[config.mk]
export PLATFORM = sky130hd
export DESIGN_NAME = baud_tick_gen_flat
export DESIGN_NICKNAME = d
export VERILOG_FILES = /design/src/rtl/baud_tick_gen_if.sv /design/src/rtl/baud_tick_gen.sv /design/src/flat_wrapper.sv
export SDC_FILE = /design/constraint.sdc
export NUM_CORES = 1
export LEC_CHECK = 0
export BUFFER_PORTS_ARGS = -buffer_cell sky130_fd_sc_hd__buf_2
export CAP_MARGIN = 30
export CORE_MARGIN = 1.5
export CORE_UTILIZATION = 38
export CTS_CLUSTER_DIAMETER = 120
export DETAILED_ROUTE_END_ITERATION = 10
export PLACE_DENSITY = 0.57
export REMOVE_ABC_BUFFERS = 1
export SLEW_MARGIN = 5
export SYNTH_ARGS = -nofsm -noshare
export SYNTH_HDL_FRONTEND = slang
export SYNTH_SLANG_ARGS = --single-unit
[constraint.sdc]
create_clock -name clk -period 2.2 [get_ports clk]
set_input_delay 0.44 -clock clk [delete_from_list [all_inputs] [get_ports clk]]
set_output_delay 0.44 -clock clk [all_outputs]
set_load 0.05 [all_outputs]
[src/rtl/baud_tick_gen_if.sv]
`default_nettype none
// ============================================================================
// Module      : baud_tick_gen_if
// Description : Control and status bundle of the baud-rate tick generator.
//               The master side programs the divisor, starts runs and
//               consumes the ticks; the slave side is the generator itself.
// Revision    : 1.0 - initial release
// ============================================================================
interface baud_tick_gen_if #(
  parameter int INT_BITS  = 11,
  parameter int FRAC_BITS = 4,
  parameter int OSR_BITS  = 4
);
  logic                 enable;
  logic                 mode;
  logic                 start;
  logic [INT_BITS-1:0]  div_int;
  logic [FRAC_BITS-1:0] div_frac;
  logic                 div_load;
  logic                 sample_tick;
  logic                 bit_tick;
  logic                 busy;
  logic [INT_BITS-1:0]  count;
  logic [OSR_BITS-1:0]  os_count;

  modport master (
    output enable, mode, start, div_int, div_frac, div_load,
    input  sample_tick, bit_tick, busy, count, os_count
  );

  modport slave (
    input  enable, mode, start, div_int, div_frac, div_load,
    output sample_tick, bit_tick, busy, count, os_count
  );
endinterface
`default_nettype wire

[src/rtl/baud_tick_gen.sv]
`default_nettype none
// ============================================================================
// Module      : baud_tick_gen
// Description : Baud-rate tick generator. Divides clk by (div_int + 1), with
//               an optional fractional accumulator that stretches individual
//               sample periods by one cycle, and emits a one-cycle
//               sample_tick plus a bit_tick on every 2^OSR_BITS-th sample.
//               Free-running (mode 0) or one-shot (mode 1, one bit per start).
//               Build option: define TICK_GEN_FRAC_EN to implement the
//               fractional divisor; otherwise div_frac is ignored.
// Revision    : 1.0 - initial release
// ============================================================================
module baud_tick_gen #(
  parameter int INT_BITS  = 11,
  parameter int FRAC_BITS = 4,
  parameter int OSR_BITS  = 4,
  parameter int RESET_DIV = 650
) (
  input wire             clk,
  input wire             reset_n,
  baud_tick_gen_if.slave bus
);

  localparam logic [INT_BITS-1:0] c_RESET_DIV = INT_BITS'(RESET_DIV);
  localparam logic [OSR_BITS-1:0] c_OS_LAST   = {OSR_BITS{1'b1}};

  // --------------------------------------------------------------------------
  // State
  // --------------------------------------------------------------------------
  logic [INT_BITS-1:0] r_count;
  logic [OSR_BITS-1:0] r_os_count;
  logic [INT_BITS-1:0] r_act_int;
  logic [INT_BITS-1:0] r_pend_int;
  logic                r_pend_valid;
  logic                r_running;

  // --------------------------------------------------------------------------
  // Decode of registered state
  // --------------------------------------------------------------------------
  logic                w_stretch;
  logic                w_run_en;
  logic [INT_BITS:0]   w_final;
  logic                w_sample_tick;
  logic                w_bit_tick;
  logic                w_take_div;

  assign w_run_en = r_running & bus.enable;

  // One bit wider than the counter so div_int at all-ones plus a stretch
  // does not alias to a terminal count of zero; that corner combination is
  // not usable (the counter cannot reach it), so keep div_frac at 0 there.
  assign w_final       = {1'b0, r_act_int} + {{INT_BITS{1'b0}}, w_stretch};
  assign w_sample_tick = w_run_en & ({1'b0, r_count} == w_final);
  assign w_bit_tick    = w_sample_tick & (r_os_count == c_OS_LAST);

  // A new divisor may only become active on a period boundary, or at any
  // time while the generator is idle.
  assign w_take_div = w_sample_tick | ~r_running;

  // --------------------------------------------------------------------------
  // Run control: free-running mode is always running; one-shot mode runs
  // from start until the bit_tick that closes the bit.
  // --------------------------------------------------------------------------
  // Track whether the generator is currently producing ticks
  always_ff @(posedge clk or negedge reset_n) begin
    if (!reset_n) begin
      r_running <= 1'b0;
    end else if (!bus.mode) begin
      r_running <= 1'b1;
    end else if (bus.start) begin
      r_running <= 1'b1;
    end else if (w_bit_tick) begin
      r_running <= 1'b0;
    end
  end

  // --------------------------------------------------------------------------
  // Prescale and oversampling counters. start wins over a coincident tick so
  // a restart always begins a fresh, full-length bit.
  // --------------------------------------------------------------------------
  // Advance the prescaler each enabled cycle and the sample index per tick
  always_ff @(posedge clk or negedge reset_n) begin
    if (!reset_n) begin
      r_count    <= '0;
      r_os_count <= '0;
    end else if (bus.start) begin
      r_count    <= '0;
      r_os_count <= '0;
    end else if (w_sample_tick) begin
      r_count    <= '0;
      r_os_count <= r_os_count + 1'b1;
    end else if (w_run_en) begin
      r_count    <= r_count + 1'b1;
    end
  end

  // --------------------------------------------------------------------------
  // Integer divisor: shadow register plus active copy. A load coinciding with
  // the commit point bypasses the shadow so the newest value always wins.
  // --------------------------------------------------------------------------
  // Capture loads into the shadow and commit them on a period boundary
  always_ff @(posedge clk or negedge reset_n) begin
    if (!reset_n) begin
      r_act_int    <= c_RESET_DIV;
      r_pend_int   <= '0;
      r_pend_valid <= 1'b0;
    end else begin
      if (bus.div_load) begin
        r_pend_int <= bus.div_int;
      end
      if (w_take_div) begin
        if (bus.div_load) begin
          r_act_int <= bus.div_int;
        end else if (r_pend_valid) begin
          r_act_int <= r_pend_int;
        end
        r_pend_valid <= 1'b0;
      end else if (bus.div_load) begin
        r_pend_valid <= 1'b1;
      end
    end
  end

`ifdef TICK_GEN_FRAC_EN
  // --------------------------------------------------------------------------
  // Fractional divisor and accumulator. Each sample period adds div_frac to
  // the accumulator; the carry out lengthens the following period by one.
  // --------------------------------------------------------------------------
  logic [FRAC_BITS-1:0] r_act_frac;
  logic [FRAC_BITS-1:0] r_pend_frac;
  logic [FRAC_BITS-1:0] r_acc;
  logic                 r_stretch;

  // Fractional divisor follows the same shadow/commit rule as the integer part
  always_ff @(posedge clk or negedge reset_n) begin
    if (!reset_n) begin
      r_act_frac  <= '0;
      r_pend_frac <= '0;
    end else begin
      if (bus.div_load) begin
        r_pend_frac <= bus.div_frac;
      end
      if (w_take_div) begin
        if (bus.div_load) begin
          r_act_frac <= bus.div_frac;
        end else if (r_pend_valid) begin
          r_act_frac <= r_pend_frac;
        end
      end
    end
  end

  // Accumulate the fraction once per sample period; carry becomes the stretch
  always_ff @(posedge clk or negedge reset_n) begin
    if (!reset_n) begin
      r_acc     <= '0;
      r_stretch <= 1'b0;
    end else if (bus.start) begin
      r_acc     <= '0;
      r_stretch <= 1'b0;
    end else if (w_sample_tick) begin
      {r_stretch, r_acc} <= {1'b0, r_acc} + {1'b0, r_act_frac};
    end
  end

  assign w_stretch = r_stretch;
`else
  // Integer-only build: every period is exactly div_int + 1 cycles and the
  // fractional input is deliberately left unconnected.
  logic w_unused_frac;
  assign w_unused_frac = ^bus.div_frac;
  assign w_stretch     = 1'b0;
`endif

  // --------------------------------------------------------------------------
  // Outputs. In one-shot mode busy stays high through enable gaps because a
  // run is still in progress; in free-running mode it follows enable.
  // --------------------------------------------------------------------------
  assign bus.sample_tick = w_sample_tick;
  assign bus.bit_tick    = w_bit_tick;
  assign bus.busy        = r_running & (bus.mode | bus.enable);
  assign bus.count       = r_count;
  assign bus.os_count    = r_os_count;

endmodule
`default_nettype wire

[src/flat_wrapper.sv]
// flat-port wrapper written by rule: the top's interface ports become plain ports
module baud_tick_gen_flat 
#(
  parameter int INT_BITS  = 11,
  parameter int FRAC_BITS = 4,
  parameter int OSR_BITS  = 4,
  parameter int RESET_DIV = 650
)
  (clk, reset_n, bus_enable, bus_mode, bus_start, bus_div_int, bus_div_frac, bus_div_load, bus_sample_tick, bus_bit_tick, bus_busy, bus_count, bus_os_count);
  baud_tick_gen_if #(.INT_BITS(INT_BITS), .FRAC_BITS(FRAC_BITS), .OSR_BITS(OSR_BITS)) bus_i ();
  input wire clk;
  input wire reset_n;
  input wire logic [$bits(bus_i.enable)-1:0] bus_enable;
  input wire logic [$bits(bus_i.mode)-1:0] bus_mode;
  input wire logic [$bits(bus_i.start)-1:0] bus_start;
  input wire logic [$bits(bus_i.div_int)-1:0] bus_div_int;
  input wire logic [$bits(bus_i.div_frac)-1:0] bus_div_frac;
  input wire logic [$bits(bus_i.div_load)-1:0] bus_div_load;
  output wire logic [$bits(bus_i.sample_tick)-1:0] bus_sample_tick;
  output wire logic [$bits(bus_i.bit_tick)-1:0] bus_bit_tick;
  output wire logic [$bits(bus_i.busy)-1:0] bus_busy;
  output wire logic [$bits(bus_i.count)-1:0] bus_count;
  output wire logic [$bits(bus_i.os_count)-1:0] bus_os_count;
  assign bus_i.enable = bus_enable;
  assign bus_i.mode = bus_mode;
  assign bus_i.start = bus_start;
  assign bus_i.div_int = bus_div_int;
  assign bus_i.div_frac = bus_div_frac;
  assign bus_i.div_load = bus_div_load;
  assign bus_sample_tick = bus_i.sample_tick;
  assign bus_bit_tick = bus_i.bit_tick;
  assign bus_busy = bus_i.busy;
  assign bus_count = bus_i.count;
  assign bus_os_count = bus_i.os_count;
  baud_tick_gen #(.INT_BITS(INT_BITS), .FRAC_BITS(FRAC_BITS), .OSR_BITS(OSR_BITS), .RESET_DIV(RESET_DIV)) u_core (.clk(clk), .reset_n(reset_n), .bus(bus_i));
endmodule
# Word level (Yosys, flattened, before mapping)
# Cells that the tools add are included.
# Widths: inputs -> output; s select.
# totals
register_bits	39
inputBits	21
out_inout_bits	18
wordCells	35
# op_classes
n_addsub	2
n_eq_ne	3
muxes	12
n_bitwise	7
n_reduce_logical	5
# ops
cell	n
$mux 11	5
$add 11x1->11 const B	1
$eq 11x11->1	1
$mux 4	2
$reduce_bool 2->1	3
$mux 1	5
$add 4x1->4 const B	1
$and 1x1->1	4
$eq 4x4->1 const B	1
$ne 3x1->1 const B	1
$reduce_bool 3->1	1
$or 1x1->1	2
$reduce_and 2->1	1
$not 1->1	1

# Depth between registers and ports, before layout
# depth
ltp_word	6
depth_mapped	6

# Worst setup path before layout
# OpenSTA, ideal clock, no wires.
# synth_path
path_type	reg-to-output
from	register u_core.r_count[2], in the netlist u_core.bus.count[2]
to	output bus_bit_tick
arrival_ns	2.913
t_required_ns	1.760
setup_slack_ns	-1.153
path_stages_with_launch	5
n_path_buf	0
path_cell_list	dfrtp_1 -> xnor2_1 -> nand4_1 -> nor3_1 -> and4_1
# synth_between
elab_chain_cells	3
# synth_rtl
item	line_no	text
start: declaration	baud_tick_gen.sv:30	logic [INT_BITS-1:0] r_count;
start signal: assignment	baud_tick_gen.sv:93	r_count <= r_count + 1'b1;
$eq 11x11->1	baud_tick_gen.sv:53	assign w_sample_tick = w_run_en & ({1'b0, r_count} == w_final);
$and 1x1->1	baud_tick_gen.sv:53	
net bus_sample_tick	flat_wrapper.sv:19	output wire logic [$bits(bus_i.sample_tick)-1:0] bus_sample_tick;
$and 1x1->1	baud_tick_gen.sv:54	assign w_bit_tick = w_sample_tick & (r_os_count == c_OS_LAST);
end: declaration	flat_wrapper.sv:20	output wire logic [$bits(bus_i.bit_tick)-1:0] bus_bit_tick;
# The timed path passes the listed nets, and every way through them passes these cells.

# Worst setup path in the final report
# layout_path
from	register u_core.r_act_int[1]
to	output bus_bit_tick
# layout_between
elab_chain_cells	3
# layout_rtl
item	line_no	text
start: declaration	baud_tick_gen.sv:32	logic [INT_BITS-1:0] r_act_int;
start signal: assignment	baud_tick_gen.sv:104	r_act_int <= c_RESET_DIV;
start signal: assignment	baud_tick_gen.sv:113	r_act_int <= bus.div_int;
start signal: assignment	baud_tick_gen.sv:115	r_act_int <= r_pend_int;
$eq 11x11->1	baud_tick_gen.sv:53	
$and 1x1->1	baud_tick_gen.sv:53	
$and 1x1->1	baud_tick_gen.sv:54	
# Every way passes these cells.

==> qor.yml <==
clock_sinks: 39
worstPathRequired_ns: 1.76
track_usage_pct: 18.97
grt_pass1_wl_mm: 9.494
worst_ep_arrival_time_ns: 1.78
tightest_slew_ns: 0.5151
cts_tree: "done"
fin_cells: 373
syn_inst: 247
wl_per_cell_um: 15.25
ys_types: 45
crit_fanout: 3
clk_path_buf_depth: 2
yosysSeqAreaShare_pct: 42.66
drtIter0Drc: 170
wl_mm: 5.688
layout_commonest_cell: "dfrtp_1"
ys.flop_type: "dfrtp_1"
ant_nets: 0
fin_crit_ns: 2.220
grt_start_max_net_pins: 40
rows: 28
setup_ws_ns: -0.02006
dieArea_um2: 6528
ys_top_cells_by_area: "dfrtp_1, xnor2_1, mux2i_1"
via_count: 2014
synth_area_um2: 2300
status: "finished, violations left"
gr-total-overflow: 0
synth_area_per_cell_um2: 9.311
ys_warn_count: 0
numCtsBuffers: 5
peakVddDrop_mv: 0.4005
cp_slowest_cell: "dfstp_2"
drc: 0
root_buffer: "clkbuf_8"
viasPerCell: 5.399
finalSetupViolations: 1
place_hpwl_mm: 3.937
async_flop_share_pct: 100.0
start_util_pct: 39.07
critPathLaunchType: "flop"
final_util_pct: 47.98
p_per_area_nw_per_um2: 915.5
max_freq_mhz: 450.4
synth_edf_count: 0
die_w_um: 80.80
fin_crit_sh_pct: 100.9
gp_congestion: 0.8799
areaGrowthSynthToFinish_pct: 22.80
ios: 39
core-area_um2: 5886
placed_cells: 362
synth_top_area_cell: "dfrtp_1"
setup.worst_path.end_class: "output port"
skew_ns: 0.006885
path_cells: "xnor2_2 -> nand4_1 -> nor3_2 -> and4_1 -> buf_6"
layout_common_cells: "dfrtp_1, buf_2, nand2_1"
insertion_delay_ns: 0.29
drive_gt1_share_pct: 28.52
antenna_cells: 0
critPathTopFamily: "simple AND/OR/NAND/NOR gates"
fp.dieH_um: 80.80
clk_pin_slew_ns: 0.08
hold_violations: 0
synth_top_area_share_pct: 38.08
final_nets: 320
rsz0062_at_grt: "yes"
h-tree-depth: 2
crit_path_max_incr_delay_ns: 0.56
leakage_nw: 1.308
grt_pass1_vias: 1880
violations: "negative setup slack"
crit_buf_inv: 1
synth-seq-cells: 39
io_buffers: 34
worst-setup-path-type: "reg2out"
slew_headroom_pct: 65.66
antenna_found_initial: 0
min_path_type: "in2async"
slew_viol_final: 0
maxCapViolCount: 0
first_pass_iters: 4
synthesized netlist by cell type, types with 2 or more instances:
cell type,count
nand3b_1,2
nand2_1,28
xnor2_1,15
xor2_1,3
dfstp_2,4
ha_1,2
and4_1,4
nand4b_1,2
nand2b_1,10
nand3_1,2
a21oi_2,2
mux2_1,3
mux2i_1,12
nor3_1,13
nor2_1,12
inv_1,13
or2b_1,4
nor4_1,14
o221ai_1,11
nand4_1,6
and3_1,2
clkbuf_1,10
a21oi_1,12
dfrtp_1,35
nor2b_1,3
buf_2,4
worst paths after layout:
kind,to,slack (ns),cells after the start,startpoint
worst max-delay path,bus_bit_tick,-0.02,5,u_core.r_act_int[1]
worst max register to register,u_core.bus.os_count[3],0.33,5,u_core.r_act_int[3]
min in group clk,u_core.r_pend_int[3],0.41,3,bus_div_int[3]
max in group asynchronous,u_core.r_act_int[1],1.62,2,reset_n
worst min-delay path,u_core.r_pend_int[10],0.20,2,reset_n
worst min register to register,u_core.r_pend_int[8],0.51,2,u_core.r_pend_int[8]
power by group:
| part | total, mW | switching, mW | internal, mW |
|---|---|---|---|
| sequential | 0.914 | 0.0882 | 0.826 |
| combinational | 1.19 | 0.715 | 0.471 |
| clock | 0.485 | 0.262 | 0.223 |
| total | 2.59 | 1.07 | 1.52 |
repair_timing:
item | in CTS | in global routing
buffers inserted | 3 | 0
resized for setup | 8 | 3
endpoints found under the setup margin | 2 | 2
pin swaps | 6 | 4
hold buffers | 0 | 0
cell type report:
cell class,count,area [µm²]
Clock buffer,7,76.32
Sequential cell,39,982.2
Timing Repair Buffer,58,356.6
Tap cell,75,93.84
Fill cell,577,3062
Inverter,14,52.55
Multi-Input combinational cell,179,1257
Clock inverter,1,5.005
flip-flops by register name (all words and copies together) (netlist names):
signal	cells
u_core.bus.count	11
u_core.r_act_int	11
u_core.r_pend_valid	1
u_core.bus.os_count	4
u_core.r_pend_int	11
u_core.r_running	1
metrics by stage:
step,hold slack [ns],power [mW],worst slack (ns),area (µm²),TNS (ns)
final,0.1993,2.585,-0.02006,2824,-0.02006
after global routing,0.2555,2.758,-0.1248,2824,-0.1278
after CTS,0.2196,2.581,-0.01919,2801,-0.01919
after detailed placement,0.4995,2.046,0.1459,2655,0
after global placement,0.4915,2.022,0.1626,2655,0
after floorplan,0.1444,1.644,-1.411,2233,-2.174
kinds of logic (layout without fill, tap and decap cells):
family | after synthesis | after routing | synth area share, %
multiplexers | 15 | 15 | 6.692
XOR/XNOR | 18 | 18 | 6.856
AND/OR/NAND/NOR | 111 | 111 | 27.37
buffers and inverters | 29 | 80 | 5.169
adder cells (fa/ha/maj) | 2 | 2 | 1.088
flip-flops | 39 | 39 | 42.66
AO/OA/AOI/OAI | 33 | 33 | 10.17
per-layer routing:
layer  part of all wire (%)  vias to the layer above  global-route usage, %
met2                     46                       58                  29.08
li1                       -                      979                      -
met3                    4.5                        4                  2.697
met1                     49                      973                  27.78
met4                   0.74                        0                  5.517
met5                      0                        -                      0
Power figures use the tool's default switching activity.
